### config.mk
export PLATFORM = sky130hd
export DESIGN_NAME = xc_packet_serializer_flat
export DESIGN_NICKNAME = d
export VERILOG_FILES = /design/src/rtl/xc_packet_pkg.sv /design/src/rtl/xc_packet_serializer_if.sv /design/src/rtl/xc_nibble_to_ascii.sv /design/src/rtl/xc_packet_serializer.sv /design/src/flat_wrapper.sv
export SDC_FILE = /design/constraint.sdc
export NUM_CORES = 1
export LEC_CHECK = 0
export ABC_CLOCK_PERIOD_IN_PS = 6800
export BUFFER_PORTS_ARGS = -buffer_cell sky130_fd_sc_hd__clkbuf_2
export CAP_MARGIN = 20
export CORE_ASPECT_RATIO = 0.9
export CORE_MARGIN = 4
export CORE_UTILIZATION = 35
export DETAILED_ROUTE_END_ITERATION = 16
export GPL_TIMING_DRIVEN = 0
export PLACE_DENSITY = 0.5
export SKIP_LAST_GASP = 1
export SYNTH_ARGS = -nofsm -noshare
export SYNTH_HDL_FRONTEND = slang
export SYNTH_HIERARCHICAL = 1
export SYNTH_SLANG_ARGS = --single-unit
### constraint.sdc
create_clock -name clk -period 6.8 [get_ports clk]
set_input_delay 0.68 -clock clk [delete_from_list [all_inputs] [get_ports clk]]
set_output_delay 0.68 -clock clk [all_outputs]
set_load 0.02 [all_outputs]
### src/rtl/xc_packet_pkg.sv
// Shared constants and state type for the correlation packet serializer.
package xc_packet_pkg;

    localparam logic [31:0] XC_HDR_MAGIC = 32'h41485021;
    localparam logic [31:0] XC_FTR_MAGIC = 32'h454E4421;
    localparam logic [7:0]  XC_CR        = 8'h0D;
    localparam logic [7:0]  XC_LF        = 8'h0A;

    typedef enum logic [2:0] {
        XC_IDLE,
        XC_HEADER,
        XC_PAYLOAD,
        XC_FOOTER,
        XC_EOL
    } xc_pkt_state_t;

endpackage

### src/rtl/xc_packet_serializer_if.sv
// Byte stream towards the UART transmitter: valid/ready handshake.
interface xc_packet_serializer_if;

    logic [7:0] tx_data;
    logic       tx_valid;
    logic       tx_ready;

    modport master (output tx_data, output tx_valid, input tx_ready);
    modport slave  (input tx_data, input tx_valid, output tx_ready);

endinterface

### src/rtl/xc_nibble_to_ascii.sv
// Maps a 4-bit value to its upper-case ASCII hex digit.
module xc_nibble_to_ascii (
    input  logic [3:0] nibble,
    output logic [7:0] ascii
);

    always_comb begin
        if (nibble < 4'd10) ascii = {4'h3, nibble};
        else                ascii = 8'h37 + {4'h0, nibble};
    end

endmodule

### src/rtl/xc_packet_serializer.sv
// Snapshots the correlation bus and streams it as a header/payload/footer packet.
// Define XC_PACKET_HEX_EN for ASCII-hex output with a trailing CR/LF.
//
// state      | meaning
// XC_IDLE    | waiting for start, tx_valid low
// XC_HEADER  | presenting header bytes (magic, seq, item count)
// XC_PAYLOAD | presenting captured bus, MSB first, accumulating csum
// XC_FOOTER  | presenting footer bytes (magic, csum)
// XC_EOL     | presenting CR then LF (hex build only)
module xc_packet_serializer
    import xc_packet_pkg::*;
#(
    parameter int NUM_BASELINES = 1,
    parameter int LAG_CROSS     = 1,
    parameter int RESOLUTION    = 24
) (
    input  logic clk,
    input  logic reset,
    input  logic [NUM_BASELINES*(2*LAG_CROSS-1)*RESOLUTION*2-1:0] pulses,
    input  logic start,
    output logic busy,
    output logic clear_acc,
    xc_packet_serializer_if.master tx
);

    localparam int ITEMS        = NUM_BASELINES*(2*LAG_CROSS-1);
    localparam int PAYLOAD_BITS = ITEMS*RESOLUTION*2;
`ifdef XC_PACKET_HEX_EN
    localparam int NIB_PER_BYTE = 1;
`else
    localparam int NIB_PER_BYTE = 2;
`endif
    localparam int BW        = 4*NIB_PER_BYTE;
    localparam int HDR_BYTES = 16/NIB_PER_BYTE;
    localparam int PAY_BYTES = PAYLOAD_BITS/BW;
    localparam int CNT_W     = $clog2(PAY_BYTES + HDR_BYTES + 1);

    xc_pkt_state_t state, state_nxt;

    logic [CNT_W-1:0]        cnt, cnt_nxt;
    logic [63:0]             seg_sr, seg_word;
    logic [PAYLOAD_BITS-1:0] pay_sr;
    logic [15:0]             csum, seq;
    logic [63:0]             hdr_word, ftr_word;
    logic [BW-1:0]           nib_bits;
    logic [7:0]              nib_byte, lit_byte, byte_nxt;
    logic                    capture, accept, last;
    logic                    byte_load, use_lit, seg_load, seg_shift, pay_shift, pkt_done;

    assign hdr_word = {XC_HDR_MAGIC, seq, 16'(ITEMS)};
    assign ftr_word = {XC_FTR_MAGIC, 16'h0000, csum};
    assign accept   = tx.tx_valid & tx.tx_ready;
    assign last     = (cnt == '0);
    assign capture  = (state == XC_IDLE) & start;

    function automatic logic [15:0] nib_sum(input logic [BW-1:0] b);
        logic [15:0] s;
        s = '0;
        for (int i = 0; i < NIB_PER_BYTE; i++) s = s + 16'(b[4*i +: 4]);
        return s;
    endfunction

    always_ff @(posedge clk or posedge reset) begin
        if (reset) state <= XC_IDLE;
        else       state <= state_nxt;
    end

    always_comb begin
        state_nxt = state;
        case (state)
            XC_IDLE:    if (start) state_nxt = XC_HEADER;
            XC_HEADER:  if (accept && last) state_nxt = XC_PAYLOAD;
            XC_PAYLOAD: if (accept && last) state_nxt = XC_FOOTER;
`ifdef XC_PACKET_HEX_EN
            XC_FOOTER:  if (accept && last) state_nxt = XC_EOL;
`else
            XC_FOOTER:  if (accept && last) state_nxt = XC_IDLE;
`endif
            XC_EOL:     if (accept && last) state_nxt = XC_IDLE;
            default:    state_nxt = XC_IDLE;
        endcase
    end

    // Each branch decides the byte that follows the one currently on tx_data.
    always_comb begin
        busy      = (state != XC_IDLE);
        byte_load = 1'b0;
        use_lit   = 1'b0;
        lit_byte  = '0;
        nib_bits  = '0;
        seg_load  = 1'b0;
        seg_word  = hdr_word;
        seg_shift = 1'b0;
        pay_shift = 1'b0;
        pkt_done  = 1'b0;
        cnt_nxt   = cnt;
        case (state)
            XC_IDLE: if (start) begin
                byte_load = 1'b1;
                nib_bits  = hdr_word[63 -: BW];
                seg_load  = 1'b1;
                cnt_nxt   = CNT_W'(HDR_BYTES-1);
            end
            XC_HEADER: if (accept) begin
                byte_load = 1'b1;
                if (last) begin
                    nib_bits  = pay_sr[PAYLOAD_BITS-1 -: BW];
                    pay_shift = 1'b1;
                    cnt_nxt   = CNT_W'(PAY_BYTES-1);
                end else begin
                    nib_bits  = seg_sr[63 -: BW];
                    seg_shift = 1'b1;
                    cnt_nxt   = cnt - CNT_W'(1);
                end
            end
            XC_PAYLOAD: if (accept) begin
                byte_load = 1'b1;
                if (last) begin
                    seg_word = ftr_word;
                    seg_load = 1'b1;
                    nib_bits = ftr_word[63 -: BW];
                    cnt_nxt  = CNT_W'(HDR_BYTES-1);
                end else begin
                    nib_bits  = pay_sr[PAYLOAD_BITS-1 -: BW];
                    pay_shift = 1'b1;
                    cnt_nxt   = cnt - CNT_W'(1);
                end
            end
            XC_FOOTER: if (accept) begin
                if (last) begin
`ifdef XC_PACKET_HEX_EN
                    byte_load = 1'b1;
                    use_lit   = 1'b1;
                    lit_byte  = XC_CR;
                    cnt_nxt   = CNT_W'(1);
`else
                    pkt_done  = 1'b1;
`endif
                end else begin
                    byte_load = 1'b1;
                    nib_bits  = seg_sr[63 -: BW];
                    seg_shift = 1'b1;
                    cnt_nxt   = cnt - CNT_W'(1);
                end
            end
            XC_EOL: if (accept) begin
                if (last) begin
                    pkt_done = 1'b1;
                end else begin
                    byte_load = 1'b1;
                    use_lit   = 1'b1;
                    lit_byte  = XC_LF;
                    cnt_nxt   = cnt - CNT_W'(1);
                end
            end
            default: ;
        endcase
    end

`ifdef XC_PACKET_HEX_EN
    xc_nibble_to_ascii u_nibble_to_ascii (
        .nibble (nib_bits),
        .ascii  (nib_byte)
    );
`else
    assign nib_byte = 8'(nib_bits);
`endif

    assign byte_nxt = use_lit ? lit_byte : nib_byte;

    always_ff @(posedge clk or posedge reset) begin
        if (reset) begin
            tx.tx_data  <= '0;
            tx.tx_valid <= 1'b0;
            clear_acc   <= 1'b0;
            cnt         <= '0;
            seg_sr      <= '0;
            pay_sr      <= '0;
            csum        <= '0;
            seq         <= '0;
        end else begin
            clear_acc   <= capture;
            tx.tx_valid <= (state_nxt != XC_IDLE);
            cnt         <= cnt_nxt;
            if (byte_load) tx.tx_data <= byte_nxt;
            if (seg_load)       seg_sr <= seg_word << BW;
            else if (seg_shift) seg_sr <= seg_sr << BW;
            if (capture)        pay_sr <= pulses;
            else if (pay_shift) pay_sr <= pay_sr << BW;
            // csum covers each payload byte at the moment it is fetched
            if (capture)        csum <= '0;
            else if (pay_shift) csum <= csum + nib_sum(pay_sr[PAYLOAD_BITS-1 -: BW]);
            if (pkt_done) seq <= seq + 16'd1;
        end
    end

endmodule

### src/flat_wrapper.sv
// flat-port wrapper written by rule: the top's interface ports become plain ports
module xc_packet_serializer_flat import xc_packet_pkg::*;
#(
    parameter int NUM_BASELINES = 1,
    parameter int LAG_CROSS     = 1,
    parameter int RESOLUTION    = 24
)
  (clk, reset, pulses, start, busy, clear_acc, tx_tx_data, tx_tx_valid, tx_tx_ready);
  xc_packet_serializer_if tx_i ();
  input  logic clk;
  input  logic reset;
  input  logic [NUM_BASELINES*(2*LAG_CROSS-1)*RESOLUTION*2-1:0] pulses;
  input  logic start;
  output logic busy;
  output logic clear_acc;
  output wire logic [$bits(tx_i.tx_data)-1:0] tx_tx_data;
  output wire logic [$bits(tx_i.tx_valid)-1:0] tx_tx_valid;
  input wire logic [$bits(tx_i.tx_ready)-1:0] tx_tx_ready;
  assign tx_tx_data = tx_i.tx_data;
  assign tx_tx_valid = tx_i.tx_valid;
  assign tx_i.tx_ready = tx_tx_ready;
  xc_packet_serializer #(.NUM_BASELINES(NUM_BASELINES), .LAG_CROSS(LAG_CROSS), .RESOLUTION(RESOLUTION)) u_core (.clk(clk), .reset(reset), .pulses(pulses), .start(start), .busy(busy), .clear_acc(clear_acc), .tx(tx_i));
endmodule
# Word-level counts from Yosys, hierarchy flattened
# Index checks and enable logic that the tools add are counted.
[word_totals] regBits=161 input_bits=52
[classes] n_eq_ne=9 reduce_logical=12 add_sub_neg=4 bitwise=2 muxes=46
[ops] op="$mux W64" n=2
[ops] op="$mux W56" n=2
[ops] op="$mux W48" n=2
[ops] op="$mux W8" n=9
[ops] op="$mux W51" n=1
[ops] op="$mux W16" n=2
[ops] op="$mux W4" n=8
[ops] op="$pmux W8 S4" n=1
[ops] op="$add A16 B1 Y16 const B" n=1
[ops] op="$add A16 B16 Y16" n=1
[ops] op="$pmux W4 S4" n=1
[ops] op="$mux W3" n=4
[ops] op="$pmux W3 S4" n=1
[ops] op="$mux W1" n=9
[ops] op="$mux W7" n=1
[ops] op="$eq A3 B2 Y1 const B" n=2
[ops] op="$ne A2 B1 Y1 const B" n=3
[ops] op="$reduce_and A6 Y1" n=1
[ops] op="$reduce_bool A3 Y1" n=2
[ops] op="$reduce_or A2 Y1" n=3
[ops] op="$add A4 B4 Y5" n=1
[ops] op="$logic_not A4 Y1" n=1
[ops] op="$ne A2 B2 Y1 const B" n=2
[ops] op="$pmux W1 S2" n=2
[ops] op="9 further kinds" n=11

# Longest topological paths before layout
# Gate-level depths: netlist (run 1).
[depth] depth_word=6 depth_mapped=10 mapped_depth_nobuf=10

# Worst setup path after synthesis (run 1)
# No wires, ideal clock.
[synth_timing] kind="flip-flop to flip-flop" from="register u_core.pay_sr[41]" to="register u_core.csum[9]" slack_ns=4.252 setup_time_ns=0.078 period_less_slack_ns=2.548 path_stages_with_launch=9 t_arrival_ns=2.470 path_buffers=0 cell_sequence="dfrtp_1 > fa_1 > ha_1 > inv_1 > fa_1 > nand2b_1 > o2bb2ai_1 > or4_1 > a21oi_1"
[synth_via] elab_chain_len=4
[synth_lines] element="start: declaration" line_no="xc_packet_serializer.sv:42" source="logic [PAYLOAD_BITS-1:0] pay_sr;"
[synth_lines] element="start signal: assignment" line_no="xc_packet_serializer.sv:188" source="if (capture) pay_sr <= pulses;"
[synth_lines] element="start signal: assignment" line_no="xc_packet_serializer.sv:189" source="else if (pay_shift) pay_sr <= pay_sr << BW;"
[synth_lines] element="$add A4 B4 Y5" line_no="xc_packet_serializer.sv:59" source="for (int i = 0; i < NIB_PER_BYTE; i++) s = s + 16'(b[4*i +: 4]);"
[synth_lines] element="$add A16 B16 Y16" line_no="xc_packet_serializer.sv:192" source="else if (pay_shift) csum <= csum + nib_sum(pay_sr[PAYLOAD_BITS-1 -: BW]);"
[synth_lines] element="$mux W16" line_no="xc_packet_serializer.sv:192"
[synth_lines] element="$mux W16" line_no="xc_packet_serializer.sv:191" source="if (capture) csum <= '0;"
[synth_lines] element="end signal: assignment" line_no="xc_packet_serializer.sv:192"
[synth_lines] element="end: declaration" line_no="xc_packet_serializer.sv:43" source="logic [15:0] csum, seq;"
# Every way passes these cells. The select of a mux whose other input is x is not followed.
# A chain may end at the register's enable or synchronous reset.

# Worst setup path in the final report (run 1)
# Ends and elaborated chain as after synthesis.

==> results of run 1 <==
[how the worst min path moves through the flow]
| stage | startpoint | endpoint | cells after the start |
|---|---|---|---|
| floorplan | u_core/seq[15] | u_core/seq[15] | 1 |
| detailed placement | u_core/seq[15] | u_core/seq[15] | 1 |
| global route | reset | u_core/pay_sr[13] | 2 |
| global placement | u_core/seq[15] | u_core/seq[15] | 1 |
| CTS | reset | u_core/pay_sr[7] | 2 |
| finish | reset | u_core/pay_sr[13] | 2 |
[cell usage after synthesis, drive strengths merged, types with 4 or more instances]
cell type  instances
dfrtp            153
nor4               4
buf               20
fa                 5
nand2b             6
a22o               8
nor3               7
xor2               7
nand4             10
nor2               9
ha                 6
o21ai             45
a21oi             20
mux2i             28
and3              47
nand2            115
inv               13
clkbuf            28
a2bb2oi           16
nand3             15
xnor2             11
or3                4
mux2               4
a221o             46
[registers in the layout, summed over array words and instances (netlist names)]
register / flops
u_core/pay_sr: 48
u_core/tx.tx_data: 8
u_core/tx.tx_valid: 1
u_core/seq: 16
u_core/clear_acc: 1
u_core/cnt: 4
u_core/state: 3
u_core/seg_sr: 56
u_core/csum: 16
[layer usage]
metal	track usage (%)	vias up	routed length [µm]
li1	-	2600	-
met1	27.7	2855	9700
met2	26.4	139	8790
met3	3.61	21	900
met4	5.16	0	299
met5	0	-	0
[critical path: cells and delay by family (launching register included)]
family	cells	cell delay (ns)
compound gates	2	0.41
fa+ha+maj	3	1.13
simple gates	2	0.69
flops	1	0.44
buf+inv	1	0.07
[layout make-up]
type,instances,share of cell area [%]
antenna,1,0.0299
inverter,13,0.643
multi-input combinational,452,36.5
timing repair buffer,63,4.03
tap,255,3.81
buffer,48,2.57
clock inverter,14,1.60
sequential,153,45.7
clock buffer,18,5.13
[stage by stage]
step | setup WS (ns) | total power [mW] | std cells
floorplan | 2.00 | 2.30 | 666
global placement | 0.201 | 2.67 | 983
detailed placement | 3.88 | 2.71 | 984
CTS | 3.97 | 3.65 | 1016
global route | 3.83 | 3.87 | 1016
finish | 3.97 | 3.62 | 1017
[power breakdown]
group	switching, mW	internal, mW
Clock	0.424	0.484
Sequential	0.230	1.22
Combinational	0.734	0.533
[cell families (layout without fill, tap and decap cells)]
family | count (synthesis) | in the layout | share of synthesized area (%)
fa+ha+maj | 11 | 11 | 2.45
buf+inv | 61 | 156 | 3.69
simple gates | 235 | 235 | 16.5
xor+xnor | 18 | 18 | 2.21
compound gates | 156 | 156 | 17.0
flops | 153 | 153 | 53.6
other cells | 0 | 1 | 0
mux | 32 | 32 | 4.55
==> results.cfg, run 1 <==
[run_status]
status = finished clean

[finish]
multi_input_area_um2 = 3050
syn2layout_area_growth_pct = 17.2
seqCellArea_um2 = 3830
final_cell_mix = dfrtp_1, nand2_1, clkbuf_2
final_common_cell = dfrtp_1
nets = 811
fillCellCount = 1917
final_util_pct = 41.8
postLayoutCellArea_um2 = 8370
drive_gt1_share_pct = 16.2

[flow_run]
max_cap_violations = 0

[detailed_routing]
drc = 0
ant_nets = 0
firstDrtPassIters = 5
routedWlPerCell_um = 19.4
first_iter_violations = 436
vias = 5615
avgViaCountPerCell = 5.52
wl_um = 19700

[worst_setup_path]
cp-startpoint = u_core/pay_sr[41]
reg2reg_to = u_core/csum[9]
r2r_slack_ns = 3.97
start_kind = flip-flop
critical_path.max_stage_delay_ns = 0.56
setup.worst_path.end = u_core/csum[9]
cpMaxStageDelayCell = fa_1
path_class = flip-flop to flip-flop
crit_path_frequent_cell = fa_1
arrival_ns = 3.18
regToRegStartpoint = u_core/pay_sr[41]
worstPathRequired_ns = 7.15
rr_worst_depth = 8
cp-end-kind = flip-flop
critical_path.max_fanout = 7
path_cells = fa_1 -> ha_1 -> inv_1 -> fa_1 -> nand2b_1 -> o2bb2ai_1 -> or4_1 -> a21oi_1

[timing]
rsz0062_at_grt = false
period_share_pct = 41.7
final.min_clock_period_ns = 2.83
drv_slew = 0
hold_viol_final = 0
tightest_slew_ns = 0.744
finalSetupViolations = 0
fin_skew_ns = 0.0125
max_slew_margin_pct = 50.1
whs_ns = 0.323
fin_setup_tns_ns = 0
fmax_ghz = 0.353

[yosys]
synth_top_cell_area_share_pct = 53.6
synth_cells = 666
yosysTopAreaCell = dfrtp_1
synth_edf_count = 0
ys_seq_area_share_pct = 53.6
avgSynthCellArea_um2 = 10.7
synthFlopType = dfrtp_1
synthArstFlopShare_pct = 100
synth_nets = 729
yosysWarnings = 6
synth_area_um2 = 7150
ys_types = 60
ys_ff_latch = 153
yosys-top-cells-area = dfrtp_1, a221o_1, nand2_1

[place]
place_congestion = 0.864
portBuffers = 62
post_dp_cell_area_um2 = 7810
dpl.hpwl_um = 14300

[die]
die_height_um = 144
start_util_pct = 35.6
dieArea_um2 = 22800
io-pin-count = 63
rows = 49
die_width_um = 159
coreArea_um2 = 20000

[power]
powerDensity_nw_per_um2 = 433
vdd_drop_max_mv = 0.186
p_leak_nw = 3.95

[cts]
cts_tree = built
postCtsSetupBuffers = 0
cts-buffers-inserted = 17
clk_path_buf_depth = 2
htree_levels = 4
cts_sinks = 153
clk-insertion-delay-late_ns = 0.43
clk_root_buffer_cell = clkbuf_16
cts_resized = 0
clk_pin_slew_ns = 0.07
cts.hold.buffers_added = 0

[global_routing]
grt_max_degree = 94
grt_overflow_total = 0
grt_use_total_pct = 18.2
antenna_found_initial = 0
grt_pass1_wl_um = 32200
grt_pass1_vias = 5672

[hold_path]
hp-class = input port to async pin
(Power assumes the default switching activity.)
==> run 2, diff against run 1 <==
- ABC_AREA: default -> 1
- ABC_CLOCK_PERIOD_IN_PS: 6800 -> 2700
- PLACE_DENSITY: 0.5 -> 0.49
- clock period: 6.8 -> 2.7 ns (I/O delays scaled with it)
==> run 2 against run 1 <==
  * Sequential power rose by 150%
  * Non-clock buffer count is 7 lower
  * Utilization up 0.56 points
  * Area after synthesis up 4.9%
==> results.cfg, run 2 <==
[run_status]
status = finished clean

[timing]
drv_slew = 0
worst_slack_ns = 0.170
finalSetupViolations = 0
period_share_pct = 93.7
fin_skew_ns = 0.0138
tightest_slew_ns = 0.763
fin_setup_tns_ns = 0
fmax_ghz = 0.395
max_slew_margin_pct = 48.8
final.min_clock_period_ns = 2.53
hold_viol_final = 0
rsz0062_at_grt = false

[yosys]
synth_top_cell_area_share_pct = 51.1
yosys-top-cells-count = nand2_1, dfrtp_1, inv_1
synth_nets = 989
ys_seq_area_share_pct = 51.1
ys_ff_latch = 153
yosys-top-cells-area = dfrtp_1, nand2_1, inv_1
synthFlopType = dfrtp_1
yosysTopAreaCell = dfrtp_1
ys_types = 35
avgSynthCellArea_um2 = 8.09
synth_cells = 926
synthArstFlopShare_pct = 100
synth_most_common_cell = nand2_1
synth_edf_count = 0
synth_area_um2 = 7500
yosysWarnings = 6

[cts]
htree_levels = 4
clk-insertion-delay-late_ns = 0.43
cts_sinks = 153
clk_path_buf_depth = 2
clk_pin_slew_ns = 0.07
clk_root_buffer_cell = clkbuf_16
cts_tree = built
cts-buffers-inserted = 17

[finish]
syn2layout_area_growth_pct = 18.3
reg_top3 = u_core/seg_sr: 56 flops, u_core/pay_sr: 48 flops
largest_reg_flops = 56
antennaDiodeCount = 0
fillCellCount = 2181
regMostFlops = u_core/seg_sr
nets = 1075
final_cell_mix = nand2_1, dfrtp_1, inv_1
drive_gt1_share_pct = 15.4
final_common_cell = nand2_1

[power]
p_leak_nw = 4.61
powerDensity_nw_per_um2 = 1040
finalPower_mw = 9.24
vdd_drop_max_mv = 0.404

[global_routing]
grt_pass1_vias = 6150
grt_overflow_total = 0
grt_pass1_wl_um = 33400
antenna_found_initial = 0
use_met3_pct = 3.93
grt_busiest_layer = met1
grt_util_met2_pct = 25.7
gr-usage-met1_pct = 27.5
grt_max_degree = 41
grt_use_total_pct = 17.9

[die]
die_height_um = 147
die_width_um = 162
coreArea_um2 = 21000
io-pin-count = 63
rows = 50
start_util_pct = 35.8
dieArea_um2 = 23800

[detailed_routing]
firstDrtPassIters = 5
avgViaCountPerCell = 4.67
routedWlPerCell_um = 15.4
first_iter_violations = 395
ant_nets = 0
wl_um = 20100
drc = 0
vias = 6121

[hold_path]
hp-class = input port to flip-flop

[worst_setup_path]
path_buf_inv = 2
critical_path.max_fanout = 4
cp-end-kind = flip-flop
path_class = flip-flop to flip-flop
crit_path_frequent_cell = inv_1
cpLargestDelayFamily = adder cells
start_kind = flip-flop
path_cells = fa_1 -> ha_2 -> inv_1 -> fa_2 -> inv_1 -> nand3_1 -> a21oi_2 -> nand2_1 -> nand4_1 -> o21ai_0
critical_path.max_stage_delay_ns = 0.57
arrival_ns = 2.83
worstPathRequired_ns = 3.00
cpMaxStageDelayCell = fa_1

[place]
place_congestion = 0.819
dp_slack_ns = 0.0466
dpl.hpwl_um = 14900
portBuffers = 62

[flow_run]
max_cap_violations = 0
## run 2: timing repair
action | CTS | global route
resized for setup | 0 | 5
endpoints found under the hold margin | 14 | 0
setup buffers | 0 | 0
hold buffers | 1 | 0
endpoints found under the setup margin | 0 | 5
## run 2: per-stage QoR
stage	instance area, µm²	hold WS, ns	std cells	utilization, %
floorplan	7500	0.387	926	-
global placement	8170	0.455	1274	39.0
detailed placement	8250	0.299	1278	39.4
CTS	8860	0.0132	1311	42.3
global route	8870	0.0306	1311	42.3
finish	8870	0.0323	1311	42.3
## run 2: logic make-up (layout without fill, tap and decap cells)
group / Yosys count / after routing / share of synthesized area [%]
compound gates: 105 / 105 / 8.40
xor+xnor: 15 / 15 / 1.75
fa+ha+maj: 11 / 11 / 2.34
buf+inv: 146 / 245 / 8.55
flops: 153 / 153 / 51.1
simple gates: 496 / 496 / 27.9
## run 2: power breakdown
| part | switching (mW) | internal (mW) | leakage (nW) |
|---|---|---|---|
| logic | 2.08 | 1.14 | 2.35 |
| registers | 0.502 | 3.05 | 1.97 |
| clock network | 1.06 | 1.40 | 0.293 |
## run 2: tightest hold or removal path, stage by stage
cell      delay [ns]
clkbuf_2        0.07
nand2_1         0.04
nand2_1         0.05
## run 2: worst paths after layout
check / from / to / slack [ns] / cells after the start
max: u_core/pay_sr[41] / u_core/csum[7] / 0.17 / 10
min: pulses[2] / u_core/pay_sr[2] / 0.03 / 3
max reg2reg: u_core/pay_sr[41] / u_core/csum[7] / 0.17 / 10
min reg2reg: u_core/pay_sr[7] / u_core/pay_sr[7] / 0.47 / 2
max in group asynchronous: reset / u_core/pay_sr[41] / 1.52 / 5
min in group asynchronous: reset / u_core/seq[15] / 0.39 / 3
## run 2: layout make-up
cell class	count	area [µm²]	share of cell area (%)
buffer	37	229	2.58
clock buffer	17	425	4.80
clock inverter	15	175	1.97
inverter	109	415	4.68
multi-input combinational	627	3040	34.2
sequential	153	3830	43.2
tap	286	358	4.03
timing repair buffer	67	400	4.51
## run 2: layer usage
metal  up-vias  part of all wire [%]
met5         -                     0
met1      2863                    52
li1       3118                     -
met4         0                  0.99
met3        11                   4.4
met2       129                    43
